`src/rtl/bus_interconnect.sv`:
```
// bus_interconnect: single-master, N-slave memory-mapped fabric with base/mask window decode.
// Latency: unmapped/RO-write 1 cycle; mapped 1 cycle after selected s_ready; timeout TIMEOUT_CYCLES+1.
// Backpressure: one transaction in flight; master holds request until m_ready, slaves stall via s_ready.
// Optional: define BUS_FAULT_LOG_EN to add fault_addr/fault_code/fault_count/fault_irq.
module bus_interconnect #(
  parameter int unsigned NUM_SLAVES = 4,
  parameter logic [NUM_SLAVES*32-1:0] SLAVE_BASE =
    {32'hF1000000, 32'hF0000000, 32'h00010000, 32'h00000000},
  parameter logic [NUM_SLAVES*32-1:0] SLAVE_MASK =
    {32'hFFFFFFF8, 32'hFFFFFFF0, 32'hFFFF0000, 32'hFFFF0000},
  parameter logic [NUM_SLAVES-1:0] SLAVE_RO = 4'b0001,
  parameter int unsigned TIMEOUT_CYCLES = 255,
  parameter logic [31:0] ERR_RDATA = 32'h00000000
) (
  input  logic                     clk,
  input  logic                     reset,
  input  logic                     m_valid,
  input  logic                     m_instr,
  input  logic                     m_we,
  input  logic [31:0]              m_addr,
  input  logic [31:0]              m_wdata,
  output logic [31:0]              m_rdata,
  output logic                     m_ready,
  output logic                     m_error,
  output logic [NUM_SLAVES-1:0]    s_valid,
  output logic                     s_we,
  output logic                     s_instr,
  output logic [31:0]              s_addr,
  output logic [31:0]              s_wdata,
  input  logic [NUM_SLAVES*32-1:0] s_rdata,
  input  logic [NUM_SLAVES-1:0]    s_ready
`ifdef BUS_FAULT_LOG_EN
  ,
  output logic [31:0]              fault_addr,
  output logic [1:0]               fault_code,
  output logic [15:0]              fault_count,
  output logic [0:0]               fault_irq
`endif
);

  localparam int IDXW = (NUM_SLAVES > 1) ? $clog2(NUM_SLAVES) : 1;
  localparam logic [15:0] TIMEOUT_LAST = 16'(TIMEOUT_CYCLES - 1);

  typedef enum logic [1:0] {IDLE, ACCESS, RESP} state_t;

  state_t                  state, nextState;
  logic                    hit;
  logic [IDXW-1:0]         hitIdx;
  logic [IDXW-1:0]         selIdx;
  logic [NUM_SLAVES-1:0]   hitOneHot;
  logic [15:0]             count;
  logic                    roWrite, accept, reject, slaveDone, timedOut;

  // Address decode: scan from the top index down so the lowest-index hit is left standing.
  always_comb begin
    hit       = 1'b0;
    hitIdx    = '0;
    hitOneHot = '0;
    for (int i = NUM_SLAVES - 1; i >= 0; i--) begin
      if ((m_addr & SLAVE_MASK[32*i +: 32]) == SLAVE_BASE[32*i +: 32]) begin
        hit    = 1'b1;
        hitIdx = IDXW'(i);
      end
    end
    hitOneHot[hitIdx] = hit;
  end

  assign roWrite   = m_we & SLAVE_RO[hitIdx];
  assign accept    = (state == IDLE) & m_valid & hit & ~roWrite;
  assign reject    = (state == IDLE) & m_valid & ~(hit & ~roWrite);
  // Ready from the selected slave beats a same-cycle timeout.
  assign slaveDone = (state == ACCESS) & s_ready[selIdx];
  assign timedOut  = (state == ACCESS) & ~s_ready[selIdx] & (count == TIMEOUT_LAST);

  // State register.
  always_ff @(posedge clk) begin
    if (!reset) state <= IDLE;
    else        state <= nextState;
  end

  // Next-state logic.
  always_comb begin
    nextState = state;
    case (state)
      IDLE:    if (accept) nextState = ACCESS;
               else if (reject) nextState = RESP;
      ACCESS:  if (slaveDone || timedOut) nextState = RESP;
      RESP:    nextState = IDLE;
      default: nextState = IDLE;
    endcase
  end

  // Request/response datapath: latch the request on accept, build the registered response.
  always_ff @(posedge clk) begin
    if (!reset) begin
      m_rdata <= '0;
      m_ready <= 1'b0;
      m_error <= 1'b0;
      s_valid <= '0;
      s_we    <= 1'b0;
      s_instr <= 1'b0;
      s_addr  <= '0;
      s_wdata <= '0;
      selIdx  <= '0;
      count   <= '0;
    end else begin
      m_ready <= reject | slaveDone | timedOut;
      m_error <= reject | timedOut;
      if (accept) begin
        selIdx  <= hitIdx;
        s_valid <= hitOneHot;
        s_we    <= m_we;
        s_instr <= m_instr;
        s_addr  <= m_addr;
        s_wdata <= m_wdata;
      end
      if (slaveDone) begin
        m_rdata <= s_rdata[{selIdx, 5'b0} +: 32];
      end else if (reject || timedOut) begin
        m_rdata <= ERR_RDATA;
      end
      if (slaveDone || timedOut) s_valid <= '0;
      if (state == ACCESS)    count <= count + 16'd1;
      else if (state == RESP) count <= '0;
    end
  end

`ifdef BUS_FAULT_LOG_EN
  // Fault log: capture address and cause of every error response, saturating count, one-cycle irq.
  always_ff @(posedge clk) begin
    if (!reset) begin
      fault_addr  <= '0;
      fault_code  <= '0;
      fault_count <= '0;
      fault_irq   <= '0;
    end else begin
      fault_irq <= reject | timedOut;
      if (reject || timedOut) begin
        fault_addr <= reject ? m_addr : s_addr;
        fault_code <= timedOut ? 2'd3 : (hit ? 2'd2 : 2'd1);
        if (fault_count != 16'hFFFF) fault_count <= fault_count + 16'd1;
      end
    end
  end
`endif

endmodule

```
`config.mk`:
```
export PLATFORM = sky130hd
export DESIGN_NAME = bus_interconnect
export DESIGN_NICKNAME = d
export VERILOG_FILES = /design/src/rtl/bus_interconnect.sv
export SDC_FILE = /design/constraint.sdc
export NUM_CORES = 1
export LEC_CHECK = 0
export BUFFER_PORTS_ARGS = -buffer_cell sky130_fd_sc_hd__buf_2
export CAP_MARGIN = 40
export CORE_MARGIN = 3
export CORE_UTILIZATION = 40
export CTS_CLUSTER_DIAMETER = 200
export CTS_CLUSTER_SIZE = 20
export DETAILED_ROUTE_END_ITERATION = 10
export PLACE_DENSITY = 0.72
export SETUP_SLACK_MARGIN = 0.1
export SYNTH_ARGS = -nofsm -noshare
export SYNTH_HDL_FRONTEND = slang
export SYNTH_SLANG_ARGS = --single-unit
```
`constraint.sdc`:
```
create_clock -name clk -period 3.4 [get_ports clk]
set_clock_uncertainty 0.05 [all_clocks]
set_input_delay 0.34 -clock clk [delete_from_list [all_inputs] [get_ports clk]]
set_output_delay 0.34 -clock clk [all_outputs]
set_load 0.03 [all_outputs]
```
; Word-level counts from Yosys, hierarchy flattened
; Index checks and enable logic that the tools add are counted.
[classes]
mux = 22
addsub = 1
n_bitwise = 17
shifts = 1
magnitude_cmp = 3
eq_ne = 8
n_reduce_logical = 9
[op_table]
columns = cell, n
row1 = 128-bit by 8-bit variable part select with 32-bit output, 1
row2 = 32-bit 2-to-1 mux, 2
row3 = 32-bit zero test, 1
row4 = 16-bit 2-to-1 mux, 2
row5 = "29-bit == test, second input constant", 1
row6 = "28-bit == test, second input constant", 1
row7 = "16-bit by 1-bit adder with 16-bit output, second input constant", 1
row8 = "16-bit by 1-bit == test with 1-bit output, second input constant", 1
row9 = "16-bit by 8-bit == test with 1-bit output, second input constant", 1
row10 = 2-bit 2-to-1 mux, 7
row11 = 1-bit AND, 9
row12 = 1-bit 2-to-1 mux, 7
row13 = "2-bit by 3-bit less-than comparator with 1-bit output, second input constant", 2
row14 = 4-bit AND, 1
row15 = 1-bit binary-select mux with 2-bit select, 2
row16 = 1-bit inverter, 4
row17 = 2-bit case mux with 2 select lines, 1
row18 = 2-bit nonzero test, 2
row19 = "3-bit != test, second input constant", 1
row20 = 1-bit OR, 3
row21 = 1-bit demux with 2-bit select, 1
row22 = "2-bit by 1-bit == test with 1-bit output, second input constant", 1
row23 = "2-bit == test, second input constant", 1
row24 = "2-bit by 1-bit >= comparator with 1-bit output, second input constant", 1
row25 = other kinds (6), 7
[word_totals]
output_inout_bits = 104
regBits = 124
inputBits = 201

; Longest topological paths before layout
; Gate-level depths: netlist of run 1.
[depth]
word_depth = 15
mapped_depth = 9
ltp_nobuf = 7

; Worst setup path before layout of run 1
; No wires, ideal clock.
[synth_timing]
path_kind = input to register
startpoint = in m_addr[23]
endpoint = reg s_addr[0]
arrival_ps = 1788
t_required_ps = 3278
path_stages = 7
path_slack_ps = 1491
path_cell_list = nor4_4 -> nand3_4 -> nor3_4 -> a21o_1 -> buf_6 -> buf_6 -> mux2i_1
[synth_between]
elab_chain_cells = 10
elab_cells_between_ends = 18
cone_classes = 3 x eq/ne / 10 x mux / 4 x bitwise / 1 x reduce/logical
[synth_lines]
columns = element, line_no
row1 = start: declaration, 20  ; input logic [31:0] m_addr,
row2 = 29-bit == test, 60  ; if ((m_addr & SLAVE_MASK[32*i +: 32]) == SLAVE_BASE[32*i +: 32]) begin
row3 = 2-bit 2-to-1 mux (4 in a row), 60
row4 = 1-bit binary-select mux with 2-bit select, 68  ; assign roWrite = m_we & SLAVE_RO[hitIdx];
row5 = 1-bit 2-to-1 mux (implied by the code), 68
row6 = 1-bit AND, 68
row7 = 1-bit inverter, 69  ; assign accept = (state == IDLE) & m_valid & hit & ~roWrite;
row8 = 1-bit AND *, 69
row9 = end signal: assignment, 114  ; s_addr <= m_addr;
row10 = end: declaration, 28  ; output logic [31:0] s_addr,
; Mark *: on every way between the ends. The rest lies on a longest branch, timed or not. The select of a mux whose other input is x is not followed.
; A chain may end at the register's enable or synchronous reset.

; Final worst setup path of run 1
[layout_timing]
startpoint = reg state[0]
endpoint = reg s_wdata[23]
[layout_between]
elab_chain_cells = 4
[layout_lines]
columns = element, line_no
row1 = start: declaration, 46  ; state_t state, nextState;
row2 = start signal: assignment, 78  ; else state <= nextState;
row3 = 2-bit zero test, 69
row4 = 1-bit AND (3 in a row), 69
row5 = end signal: assignment, 115  ; s_wdata <= m_wdata;
row6 = end: declaration, 29  ; output logic [31:0] s_wdata,
; Every way passes these cells.

==> results of run 1 <==
-- worst max-delay path, cell delays in order (launching register included) --
cell and delay, ps:
dfxtp_1 330, inv_1 70, ha_1 270, nand2_1 190
nor4_2 440, a21o_2 220, buf_12 330, mux2i_1 240
-- cell type report --
type | instances | area, sq um | area share [%]
clock buffers | 20 | 436.7 | 5.435
clock inverters | 12 | 100.1 | 1.246
inverters | 7 | 26.28 | 0.3271
multi-input cells | 435 | 3131 | 38.97
flip-flops and latches | 124 | 2484 | 30.91
well taps | 180 | 225.2 | 2.803
repair buffers | 314 | 1632 | 20.31
-- per-stage QoR --
step	area (sq um)	instances	util [%]	setup WS [ps]
finish	8034	1092	56.99	1151
detailed placement	7497	1060	53.19	900.7
CTS	8034	1092	56.99	1174
floorplan	5864	612	-	1491
global placement	7462	1058	52.94	991.8
global route	8034	1092	56.99	963.3
-- Yosys cell counts, drive strengths merged (2+ instances only) --
cell type    n  area, sq um
o2111a       2        22.52
nor2        20        75.07
o21a         3        22.52
mux2i       58        580.6
or3          3        18.77
a21o         2        15.01
and2         3        18.77
o21ai       38        190.2
nor3         4        31.28
a21oi        7        38.79
buf         16        136.4
and4         2        17.52
xor2        11        96.34
nand4        8        50.05
dfxtp      124         2482
ha           4        50.05
and3        12        75.07
inv          7        26.28
nand2      155        581.8
o22ai        2        12.51
clkbuf      30        112.6
nand3       44        232.7
mux4        33        743.2
nor2b        4        25.02
nor4         6        80.07
-- metal layers --
metal,global-route usage (%),vias up,part of all wire (%)
met1,24.93,2552,39
li1,-,2731,-
met2,39.85,223,51
met5,0,-,0
met3,7.901,14,8.9
met4,7.129,0,1.2
-- sequential cells by signal, summed over array words and instances, names as in the netlist --
register / flops
m_rdata: 32
s_addr: 32
s_wdata: 32
count: 16
s_valid: 4
selIdx: 2
state: 2
m_error: 1
m_ready: 1
s_instr: 1
s_we: 1
-- worst paths after layout --
| check | start | end | slack (ps) |
|---|---|---|---|
| worst min register to register | s_addr[15] | s_addr[15] | 400 |
| worst max register to register | state[0] | s_wdata[23] | 1150 |
| worst min-delay path | m_wdata[24] | s_wdata[24] | 130 |
| worst max-delay path | state[0] | s_wdata[23] | 1150 |
-- power groups by stage --
stage	Combinational, mW	Clock (mW)	Sequential [mW]
final	0.259	1.64	1.46
after global routing	0.287	1.74	1.46
after CTS	0.262	1.68	1.46
after detailed placement	0.261	0	1.49
after global placement	0.257	0	1.49
after floorplan	0.105	0	1.49
-- cell families (layout without fill, tap and decap cells) --
kind of cell             count (synthesis)  in the layout  share of synthesized area (%)
buffers and inverters                   53            353                          4.694
adder cells (fa/ha/maj)                  4              4                         0.8535
multiplexers                            91             91                          22.57
AND/OR/NAND/NOR                        268            268                          21.63
flip-flops                             124            124                          42.33
AO/OA/AOI/OAI                           60             60                          6.123
XOR/XNOR                                12             12                          1.792
==> metrics.md, run 1 <==
| Metric | Value |
|---|---|
| Initial DRC Count | `251` |
| H-Tree Depth | `4` |
| Largest net degree at the start of global routing | `63` |
| Reg clk slew, reported paths | `60 ps` |
| Share of cells above drive strength 1 | `42.43%` |
| EDFF count, synth | `0` |
| Yosys warnings | `0` |
| Worst Path Required | `3680 ps` |
| Net Sw Frac | `22.93%` |
| Netlist cell types | `49` |
| WHS | `128.7 ps` |
| Post-DR vias/cell | `5.055` |
| Crit end category | `flip-flop` |
| CTS max path bufs | `2` |
| Crit path launch type | `flip-flop` |
| Hold_buf cts | `0` |
| CTS Sinks | `124` |
| Worst skew pair latency | `400 ps` |
| Root Buffer | `clkbuf_16` |
| DRC errors left | `0` |
| Drt wl/cell | `16.46 microns` |
| Nets | `1,104` |
| CTS buffer count | `17` |
| Async S/R FF share, synth | `0%` |
| Final hold vios | `0` |
| Fin crit period | `2249 ps` |
| Post-DRT Antenna Nets | `0` |
| Post-cts sizing count | `0` |
| Fill count | `1,269` |
| Syn Area/Cell | `9.582 sq um` |
| Hold Crit Class | `in2reg` |
| Post CTS Setup Buffer Count | `0` |
| Die ar. | `16,150 sq um` |
| CTS tree | `built` |
| Core area | `14,100 sq um` |
| Max Slew Vio Count | `0` |
| GRT Total Usage | `22.35%` |
| Fmax | `444.7 MHz` |
| Die X | `127.1 microns` |
| Sequential area share after synthesis | `42.33%` |
| Synth Cell Area | `5864 sq um` |
| CP max FO | `52` |
| Grt total ovfl | `0` |
| Initial Util | `41.60%` |
| Peak supply drop | `317.5 uV` |
| # diodes | `0` |
| Design Power | `3.354 mW` |
| Commonest non-fill, non-tap cell in the layout | `buf_2` |
| Outcome | `finished, final reports clean` |
| Die height | `127.1 microns` |
| Port bufs | `304` |
| Crit path kind | `reg2reg` |
| Std-Cell Rows | `43` |
| Hold Crit Depth | `3` |
| Combinational power share | `7.7%` |
| Setup_tns | `0 ps` |
| TritonRoute pass-1 iters | `6` |
| Flop pwr share | `43.5%` |
| Final period utilization | `66.14%` |
| Max-Cap Viols | `0` |
| First-pass GRT wire length | `28.52 mm` |
| Cells after Synth | `612` |
| Pwr per Cell Area | `417.5 nW/um^2` |
| Commonest cells after routing, fill and taps aside | `buf_2 (303), nand2_1 (155), dfxtp_1 (123)` |
| Final Setup Violations | `0` |
| Synth Register Bits | `124` |
| Vias in the first global route | `5,663` |
| Worst slew margin | `42.90%` |
| RSZ-0062 raised after global routing | `no` |
| # IOs | `305` |
| GP Congestion | `0.8082` |
| Initial antenna violation count | `0` |
| Via count | `5,520` |
| Worst Path Arrival | `2530 ps` |
| LEAKAGE | `3.574 nW` |
| Sw Pwr | `0.7690 mW` |
| Path depth of the worst reg2reg path | `7` |
| Worst-Margin Slew | `856.4 ps` |
| Dominant synthesized flop cell | `dfxtp_1` |
| DP Wirelength | `13.73 mm` |
| Area growth syn-to-layout | `37.00%` |
| Syn_nets | `817` |
| Clk pwr share | `48.8%` |
| Cell-internal power | `2.585 mW` |
| Final WL | `17.97 mm` |
No activity file was read; power rests on OpenSTA's default activity.
==> inputs of run 2 (changes only) <==
- clock period: 3.4 -> 2.2 ns (I/O delays scaled with it)
==> metrics.md, run 2 (synthesis results as in run 1) <==
| Metric | Value |
|---|---|
| Setup slack, reg-to-reg | `90 ps` |
| Met2 Wirelength | `10.33 mm` |
| Fin area | `8735 sq um` |
| Nets | `1,157` |
| Worst Path Required | `2450 ps` |
| WHS | `24.71 ps` |
| Largest net degree at the start of global routing | `65` |
| Total placed instance area | `7590 sq um` |
| Root Buffer | `clkbuf_16` |
| M1 WL | `7.399 mm` |
| Reg clk slew, reported paths | `60 ps` |
| Outcome | `finished, final reports clean` |
| Grt total ovfl | `0` |
| Hold Crit Depth | `3` |
| Die height | `127.1 microns` |
| Layout Utilization | `61.97%` |
| GRT Total Usage | `23.16%` |
| DP Wirelength | `13.88 mm` |
| Max Slew Vio Count | `0` |
| Area of the multi-input gates | `3204 sq um` |
| CTS tree | `built` |
| Commonest non-fill, non-tap cell in the layout | `buf_2` |
| Design Power | `5.518 mW` |
| Area growth syn-to-layout | `48.94%` |
| Worst slew margin | `57.54%` |
| Crit path kind | `reg2reg` |
| First-pass GRT wire length | `29.37 mm` |
| CTS Sinks | `124` |
| Hold path start | `m_wdata[4]` |
| Worst Path Arrival | `2360 ps` |
| Initial antenna violation count | `2` |
| Fill count | `1,195` |
| Final WL | `19.79 mm` |
| Clk pwr share | `50.7%` |
| H-Tree Depth | `4` |
| TritonRoute pass-1 iters | `5` |
| CP max FO | `14` |
| Setup_tns | `0 ps` |
| Hold Crit Class | `in2reg` |
| Die ar. | `16,150 sq um` |
| Flop pwr share | `40.8%` |
| Peak supply drop | `489.8 uV` |
| Final hold vios | `0` |
| Crit end category | `flip-flop` |
| Max-Cap Viols | `0` |
| Initial Util | `41.60%` |
| Uppermost routed layer | `met4` |
| CTS buffer count | `17` |
| Pwr per Cell Area | `631.8 nW/um^2` |
| LEAKAGE | `3.871 nW` |
| Net Sw Frac | `24.06%` |
| Sequential cell area | `2489 sq um` |
| Combinational power share | `8.6%` |
| Commonest cells after routing, fill and taps aside | `buf_2 (303), nand2_1 (155), dfxtp_1 (121)` |
| Die X | `127.1 microns` |
| Worst setup margin | `94.96 ps` |
| GP Congestion | `0.8321` |
| Core area | `14,100 sq um` |
| Final period utilization | `95.68%` |
| Post-DR vias/cell | `5.148` |
| Worst skew pair latency | `420 ps` |
| Sw Pwr | `1.328 mW` |
| Via count | `5,905` |
| Placed Cells | `1,070` |
| Fmax | `475.1 MHz` |
| Share of cells above drive strength 1 | `43.63%` |
| Non-Filler Instances | `1,147` |
| Met3 WL | `1.835 mm` |
| Crit-path cells | `inv_2 > ha_4 > or4b_4 > nor4_4 > buf_4 > o21ai_4 > clkbuf_16 > nand3_1 > o21ai_1` |
| Crit-path slowest cell | `or4b_4` |
| DP Worst Slack | `21.71 ps` |
| Initial DRC Count | `248` |
| Path depth of the worst reg2reg path | `9` |
| Crit path launch type | `flip-flop` |
| Worst-Margin Slew | `636.8 ps` |
| # IOs | `305` |
| DRC errors left | `0` |
| R2R Path End | `m_rdata[6]` |
| RSZ-0062 raised after global routing | `yes` |
| Post-DRT Antenna Nets | `0` |
| Std-Cell Rows | `43` |
| Hold Path End | `s_wdata[4]` |
| Cell-internal power | `4.191 mW` |
| Vias in the first global route | `5,826` |
| Fin crit period | `2105 ps` |
| Port bufs | `304` |
| Largest regs | `m_rdata: 32 flops, s_addr: 32 flops, s_wdata: 32 flops` |
| CTS max path bufs | `2` |
| R2R Path Start | `count[0]` |
| Final Setup Violations | `0` |
| CP peak stage delay | `470 ps` |
| Drt wl/cell | `17.25 microns` |
## run 2: area by class of cell
class,count,share of cell area [%]
Antenna cell,2,0.05730
Clock buffer,17,4.870
Clock inverter,15,1.891
Inverter,7,0.3008
Multi-Input combinational cell,435,36.69
Sequential cell,124,28.49
Tap cell,180,2.578
Timing Repair Buffer,367,25.13
## run 2: power by group through the flow
stage               sequential [mW]  combinational, mW  clock, mW
CTS                            2.25              0.466       2.84
floorplan                      2.31              0.162          0
detailed placement             2.30              0.419          0
global route                   2.25              0.514       2.95
global placement               2.30              0.414          0
finish                         2.25              0.472       2.80
## run 2: what timing repair did
| item | in CTS | in global routing |
|---|---|---|
| buffers inserted | 0 | 7 |
| hold buffers | 33 | 0 |
| setup endpoints to repair | 0 | 83 |
| resized for setup | 0 | 20 |
| endpoints found under the hold margin | 33 | 0 |
## run 2: metal layers
| metal | global-route usage [%] | up-vias |
|---|---|---|
| met2 | 42.06 | 264 |
| met5 | 0 | - |
| met3 | 8.905 | 16 |
| met4 | 7.066 | 0 |
| met1 | 24.85 | 2778 |
| li1 | - | 2847 |
## run 2: how the worst max path moves through the flow
| stage | from | to | slack, ps | cells after the start |
|---|---|---|---|---|
| after floorplan | count[0] | s_valid[3] | 290 | 9 |
| final | count[0] | m_rdata[6] | 90 | 9 |
| after global placement | m_addr[17] | s_addr[2] | 70 | 8 |
| after detailed placement | m_addr[23] | s_addr[6] | 20 | 8 |
| after global routing | count[0] | m_rdata[6] | -20 | 9 |
| after CTS | count[0] | m_rdata[0] | 100 | 9 |
## run 2: critical path, delay by kind of cell (launching register included)
kind | cells | cell delay [ps]
AOI/OAI and AO/OA | 2 | 190
buffers and inverters | 3 | 460
DFF | 1 | 330
and+or+nand+nor | 3 | 840
adders and majority gates | 1 | 110
